$ cat src/rtl/datapath_sequencer.sv
// Expands 3-bit macro-instructions into per-cycle control words (l1, l2, s1, s2, f)
// for the two-register add/sub datapath. Supports load, add/sub, swap, clear and multiply-by-x.
module datapath_sequencer #(
  parameter int CNT_W = 4
) (
  input  logic             clk,
  input  logic             rst,
  input  logic [2:0]       op,
  input  logic [CNT_W-1:0] x,
  input  logic             start,
  output logic             l1,
  output logic             l2,
  output logic [1:0]       s1,
  output logic [1:0]       s2,
  output logic             f,
  output logic             busy,
  output logic             done
);

  typedef enum logic {ST_IDLE = 1'b0, ST_EXEC = 1'b1} state_t;

  localparam logic [2:0] OP_LD1  = 3'b000;
  localparam logic [2:0] OP_LD2  = 3'b001;
  localparam logic [2:0] OP_ADD  = 3'b010;
  localparam logic [2:0] OP_SUB  = 3'b011;
  localparam logic [2:0] OP_SWAP = 3'b100;
  localparam logic [2:0] OP_CLR  = 3'b101;
  localparam logic [2:0] OP_MULX = 3'b110;

  localparam logic [1:0] SEL_X  = 2'b00;
  localparam logic [1:0] SEL_R1 = 2'b01;
  localparam logic [1:0] SEL_R2 = 2'b10;

  localparam logic [CNT_W-1:0] CNT_ZERO = '0;
  localparam logic [CNT_W-1:0] CNT_ONE  = {{(CNT_W-1){1'b0}}, 1'b1};

  state_t           r_state, w_state_nxt;
  logic [1:0]       r_step, w_step_nxt;
  logic [CNT_W-1:0] r_count, w_count_nxt;
  logic [2:0]       r_op, w_op_nxt;
  logic             r_done, w_done_nxt;
  logic             w_last;

  // State register
  always_ff @(posedge clk or posedge rst) begin
    if (rst) begin
      r_state <= ST_IDLE;
      r_step  <= 2'd0;
      r_count <= CNT_ZERO;
      r_op    <= 3'b000;
      r_done  <= 1'b0;
    end else begin
      r_state <= w_state_nxt;
      r_step  <= w_step_nxt;
      r_count <= w_count_nxt;
      r_op    <= w_op_nxt;
      r_done  <= w_done_nxt;
    end
  end

  // Final micro-op of the latched instruction; MULX ends on the clear when n=0, else on the last add
  always_comb begin
    w_last = 1'b0;
    case (r_op)
      OP_LD1, OP_LD2: w_last = (r_step == 2'd1);
      OP_SWAP:        w_last = (r_step == 2'd2);
      OP_MULX:        w_last = (r_step == 2'd0) ? (r_count == CNT_ZERO) : (r_count == CNT_ONE);
      default:        w_last = (r_step == 2'd0);
    endcase
  end

  // Next-state logic
  always_comb begin
    w_state_nxt = r_state;
    w_step_nxt  = r_step;
    w_count_nxt = r_count;
    w_op_nxt    = r_op;
    w_done_nxt  = 1'b0;
    case (r_state)
      ST_IDLE: begin
        if (start) begin
          w_state_nxt = ST_EXEC;
          w_op_nxt    = op;
          w_count_nxt = x;
          w_step_nxt  = 2'd0;
        end else begin
          w_state_nxt = ST_IDLE;
        end
      end
      ST_EXEC: begin
        if (w_last) begin
          w_state_nxt = ST_IDLE;
          w_step_nxt  = 2'd0;
          w_done_nxt  = 1'b1;
        end else if ((r_op == OP_MULX) && (r_step != 2'd0)) begin
          w_count_nxt = r_count - CNT_ONE;
        end else begin
          w_step_nxt = r_step + 2'd1;
        end
      end
      default: begin
        w_state_nxt = ST_IDLE;
      end
    endcase
  end

  // Control-word decode from registered state only
  always_comb begin
    l1 = 1'b0;
    l2 = 1'b0;
    s1 = SEL_X;
    s2 = SEL_X;
    f  = 1'b0;
    if (r_state == ST_EXEC) begin
      case (r_op)
        OP_LD1: begin
          l1 = 1'b1;
          s2 = (r_step == 2'd0) ? SEL_X : SEL_R1;
          f  = (r_step == 2'd0);
        end
        OP_LD2: begin
          l2 = 1'b1;
          s2 = (r_step == 2'd0) ? SEL_X : SEL_R2;
          f  = (r_step == 2'd0);
        end
        OP_ADD, OP_SUB: begin
          l1 = 1'b1;
          s1 = SEL_R1;
          s2 = SEL_R2;
          f  = (r_op == OP_SUB);
        end
        OP_SWAP: begin
          l1 = (r_step != 2'd1);
          l2 = (r_step == 2'd1);
          s1 = SEL_R1;
          s2 = SEL_R2;
          f  = (r_step != 2'd0);
        end
        OP_CLR: begin
          l1 = 1'b1;
          l2 = 1'b1;
          s1 = SEL_R1;
          s2 = SEL_R1;
          f  = 1'b1;
        end
        OP_MULX: begin
          l1 = 1'b1;
          s1 = SEL_R1;
          s2 = (r_step == 2'd0) ? SEL_R1 : SEL_R2;
          f  = (r_step == 2'd0);
        end
        default: begin
          l1 = 1'b0;
        end
      endcase
    end else begin
      l1 = 1'b0;
    end
  end

  assign busy = (r_state == ST_EXEC);
  assign done = r_done;

endmodule

$ cat config.mk
export PLATFORM = sky130hd
export DESIGN_NAME = datapath_sequencer
export DESIGN_NICKNAME = d
export VERILOG_FILES = /design/src/rtl/datapath_sequencer.sv
export SDC_FILE = /design/constraint.sdc
export NUM_CORES = 1
export LEC_CHECK = 0
export BUFFER_PORTS_ARGS = -buffer_cell sky130_fd_sc_hd__buf_2
export CAP_MARGIN = 20
export CORE_MARGIN = 2
export CORE_UTILIZATION = 45
export DETAILED_ROUTE_END_ITERATION = 12
export PLACE_DENSITY = 0.68
export SLEW_MARGIN = 0
export SYNTH_ARGS = -nofsm -noshare
export SYNTH_HDL_FRONTEND = slang
export SYNTH_SLANG_ARGS = --single-unit
$ cat constraint.sdc
create_clock -name clk -period 3.1 [get_ports clk]
set_clock_uncertainty 0.05 [all_clocks]
set_input_delay 0 -clock clk [delete_from_list [all_inputs] [get_ports clk]]
set_output_delay 0 -clock clk [all_outputs]
set_load 0.05 [all_outputs]
# [After elaboration in Yosys (flattened, before gate mapping)]
# Cells that the tools add are included.
[totals] out_inout_bits=9 ff_bits=11
[op_classes] bitwise=1 muxes=28 reduce_logical=15 eq_ne=14 addsub=2
[ops] cell="2-bit two-way mux" n=7
[ops] cell="4-bit two-way mux" n=3
[ops] cell="1-bit two-way mux" n=10
[ops] cell="2-bit one-hot mux with 5 select lines" n=1
[ops] cell="5-bit OR reduction" n=2
[ops] cell="3-bit == test, second input constant" n=3
[ops] cell="4-bit one-hot mux with 2 select lines" n=1
[ops] cell="3-bit by 2-bit == test with 1-bit output, second input constant" n=2
[ops] cell="1-bit one-hot mux with 2 select lines" n=3
[ops] cell="2-bit OR reduction" n=3
[ops] cell="3-bit OR reduction" n=2
[ops] cell="4-bit by 1-bit == test with 1-bit output, second input constant" n=1
[ops] cell="4-bit zero test" n=1
[ops] cell="2-bit by 1-bit inequality test with 1-bit output, second input constant" n=2
[ops] cell="2-bit inequality test, second input constant" n=2
[ops] cell="1-bit one-hot mux with 4 select lines" n=1
[ops] cell="2-bit one-hot mux with 2 select lines" n=1
[ops] cell="2-bit AND reduction" n=2
[ops] cell="4-bit by 1-bit subtractor with 4-bit output, second input constant" n=1
[ops] cell="3-bit by 1-bit == test with 1-bit output, second input constant" n=1
[ops] cell="3-bit zero test" n=1
[ops] cell="3-bit inequality test, second input constant" n=1
[ops] cell="1-bit one-hot mux with 3 select lines" n=1
[ops] cell="3-bit AND reduction" n=1
[ops] cell="other kinds (7)" n=7

# [Longest topological paths before layout]
[logic_depth] depth_word=5 depth_mapped=6

# [Worst setup path before layout]
# Ideal clock, no wire load.
[synth_path] path_kind="register to output" startpoint="register r_state, in the netlist busy" endpoint="output port s2[1]" path_stages_with_launch=3 setup_slack_ns=0.920 t_arrival_ns=2.130 required_ns=3.050 cell_sequence="dfrtp_1 -> inv_1 -> a211oi_1"
[synth_via] elab_chain_cells=1
[synth_lines] element="start, declared" line="37" rtl="state_t r_state, w_state_nxt;"
[synth_lines] element="start signal, assigned" line="53" rtl="r_state <= w_state_nxt;"
[synth_lines] element="2-bit two-way mux" line="114" rtl="if (r_state == ST_EXEC) begin"
[synth_lines] element="end, declared" line="14" rtl="output logic [1:0] s2,"
# No other way between the ends.

# [Worst setup path after layout]
[layout_path] startpoint="register r_step[0]" endpoint="output port s2[0]"
[layout_via] elab_chain_cells=4
[layout_lines] element="start, declared" line="38" rtl="logic [1:0] r_step, w_step_nxt;"
[layout_lines] element="start signal, assigned" line="54" rtl="r_step <= w_step_nxt;"
[layout_lines] element="2-bit zero test *" line="118, 149"
[layout_lines] element="2-bit two-way mux / 1-bit two-way mux (equally long branches)" line="149, 118"
[layout_lines] element="2-bit one-hot mux with 5 select lines *" line="115" rtl="case (r_op)"
[layout_lines] element="2-bit two-way mux *" line="114"
# Every way passes the cells marked *; elsewhere a longest branch is shown, timed or not.

==> flow_summary.json <==
{
  "setup_viol": 0,
  "synth_area_um2": 838,
  "design.die.area_mm2": 0.00222,
  "clk_root_buffer_cell": "clkbuf_4",
  "ratio_of_cells_with_drive_above_1_in_the_final_layout": 0.242,
  "route.antenna.remaining_nets": 0,
  "timing.critical_path.from": "r_step[0]$_DFFE_PP0P_",
  "run_status": "finished, final reports clean",
  "worst_hold_path_type": "input port to flip-flop",
  "grt_antenna_before_repair": 0,
  "first_iteration_detailed_routing_drc_count": 18,
  "cts_made_buffers": 3,
  "grt.total_usage": 0.199,
  "maximum_achievable_frequency_ghz": 0.506,
  "synthArstFlopShare": 1.00,
  "clkLatencyLatePin_ps": 270,
  "timing.reg2reg.worst_path_depth": 6,
  "place_worst_setup_slack_ps": 1270,
  "synth_cell_types": 34,
  "timing.rr.end": "r_step[1]$_DFFE_PP0P_",
  "viasPerCell": 5.23,
  "post-route-period-util": 0.638,
  "tightestPinTransition_ps": 508,
  "cts_num_sinks": 11,
  "worstSetupEndpointType": "output pin",
  "instance_count_of_the_mapped_netlist": 97,
  "antenna_cells": 0,
  "worst_setup_path_endpoint": "s2[0]",
  "yosys.area.top_type": "dfrtp_1",
  "layout_setup_ws_ps": 1120,
  "io-pin-count": 19,
  "postCtsSetupBuffers": 0,
  "core_footprint_mm2": 0.00175,
  "yosysSeqAreaShare": 0.328,
  "htree_num_levels": 1,
  "min_period_ps": 1980,
  "pin_count_of_the_biggest_net_entering_global_routing": 19,
  "timing.rr.start": "r_step[0]$_DFFE_PP0P_",
  "setup_repair_after_global_routing_missed_its_margin": "no",
  "first_pass_iters": 6,
  "row_count": 15,
  "port_buffers": 17,
  "powerDensity_mw_per_mm2": 1170,
  "final.setup.tns_ps": 0,
  "grt_pass1_vias": 685,
  "setup.worst_path.class": "flip-flop to output pin",
  "drv.max_cap_violation_count": 0,
  "gp_congestion": 0.768,
  "maxSlewHeadroom": 0.661,
  "netlist.area_leader.share": 0.328,
  "ys.warnings.count": 0,
  "drcViolationCount": 0,
  "grt_first_pass_wirelength_um": 3080,
  "x_dimension_of_the_die_um": 47.2,
  "clock_tree_from_tritoncts": "built",
  "synthesis.nets": 113,
  "synth_edf_count": 0,
  "cts-root-to-sink-buffers": 2,
  "synth_area_per_cell_um2": 8.64,
  "die_y_um": 47.2,
  "place.detailed.hpwl_um": 1240,
  "synth_seq_cells": 11,
  "clock_transition_at_the_registers_of_the_reported_paths_ps": 80,
  "gr_overflow_total": 0,
  "maxSlewViolCount": 0,
  "drt_wl_total_um": 1780,
  "timing.critical_path.required_ps": 3050,
  "worstSetupStartpointType": "flip-flop",
  "ir_drop_uv": 614,
  "final_net_count": 137,
  "leakagePower_uw": 0.000482,
  "final-hold-violation-count": 0,
  "ff2ff_setup_slack_ps": 1230,
  "critical_path_peak_fanout": 7,
  "post_synth_main_area_contributors": "dfrtp_1 (33%), ha_1 (9.0%), a21oi_1 (6.0%), o21ai_0 (5.4%), inv_1 (3.6%)",
  "wl_per_cell_um": 12.3,
  "initial_utilization": 0.480,
  "timing.critical_path.arrival_ps": 1930,
  "dr_total_vias": 758,
  "layout-area-overhead-vs-synth_pct": 22.7,
  "dominantRegCellSynth": "dfrtp_1"
}
cell usage after synthesis, types with 2 or more instances:
| library cell | count |
|---|---|
| ha_1 | 6 |
| o21ai_0 | 9 |
| inv_1 | 8 |
| nor2_1 | 8 |
| a31oi_1 | 2 |
| nor2b_1 | 2 |
| nand2_1 | 6 |
| nand3_1 | 2 |
| dfrtp_1 | 11 |
| a32o_1 | 2 |
| mux2_2 | 2 |
| clkbuf_1 | 3 |
| a21oi_1 | 10 |
| nand2b_1 | 4 |
| nor3_1 | 2 |
| a211oi_1 | 2 |
per-stage QoR:
step / hold slack (ps) / utilization / instance area, µm² / total power, µW / cells
final: 17.6 / 0.589 / 1030 / 1200 / 145
after global routing: 77.6 / 0.589 / 1030 / 1320 / 145
after CTS: 18.5 / 0.589 / 1030 / 1210 / 145
after detailed placement: -23.3 / 0.533 / 931 / 1100 / 134
after global placement: -35.8 / 0.533 / 931 / 1080 / 134
after floorplan: -198 / - / 838 / 950 / 97
layout make-up:
cell class | count | area (µm²)
repair buffers | 24 | 155
clock inverters | 1 | 5.00
clock buffers | 3 | 22.5
well taps | 25 | 31.3
flip-flops and latches | 11 | 275
fillers | 167 | 717
multi-input cells | 73 | 509
inverters | 8 | 30.0
worst min-delay path by stage:
stage | start | endpoint | slack, ps | cells past startpoint
2_1_floorplan | rst | busy$_DFF_PP0_ | -200 | 1
3_3_place_gp | rst | r_count[1]$_DFFE_PP0P_ | -40 | 2
3_5_place_dp | rst | r_count[1]$_DFFE_PP0P_ | -20 | 2
4_1_cts | start | r_count[0]$_DFFE_PP0P_ | 20 | 4
5_1_grt | start | r_count[0]$_DFFE_PP0P_ | 80 | 4
6_report | start | r_count[0]$_DFFE_PP0P_ | 20 | 4
repair_timing:
item	4_1_cts	5_1_grt
endpoints found under the setup margin	0	0
hold buffers	7	0
endpoints found under the hold margin	17	0
gates resized for setup	0	0
cells in the final DEF (no fill, tap or decap), types with 3 or more instances in the layout:
master,n
buf_2,17
clkbuf_4,3
nand2_1,6
o21ai_0,9
ha_1,6
nand2b_1,4
nor2_1,8
inv_1,8
dfrtp_1,11
a21oi_1,10
dlygate4sd3_1,7
power by group:
part           internal, µW  leakage (µW)  switching, µW
combinational           259      0.000333            489
sequential              211      0.000132            142
clock                  47.8     0.0000177           50.8
total                   519      0.000482            682
worst max-delay path, stage by stage, from the launching register on:
cell and delay, ps:
dfrtp_1 410, inv_1 90, ha_1 330, nand2_1 140, nor2_1 160, o21ai_0 90, a21oi_1 160, buf_2 280
cell families after synthesis:
group,Yosys count,share of synthesized area
other,1,0.00447
and+or+nand+nor,31,0.207
buffers and inverters,13,0.0642
DFF,11,0.328
muxes,3,0.0388
adders and majority gates,6,0.0895
AOI/OAI and AO/OA,32,0.267
sequential cells by signal, summed over array words and instances, names as in the netlist:
register / cells
busy: 1
done: 1
r_count: 4
r_op: 3
r_step: 2
metal layers:
metal  GRT usage  share of wire  wire, µm
met5           0              0         0
met4      0.0833         0.0022         4
met3      0.0231          0.042        74
met2       0.304           0.47       836
met1       0.282           0.49       868
(Power assumes the default switching activity.)
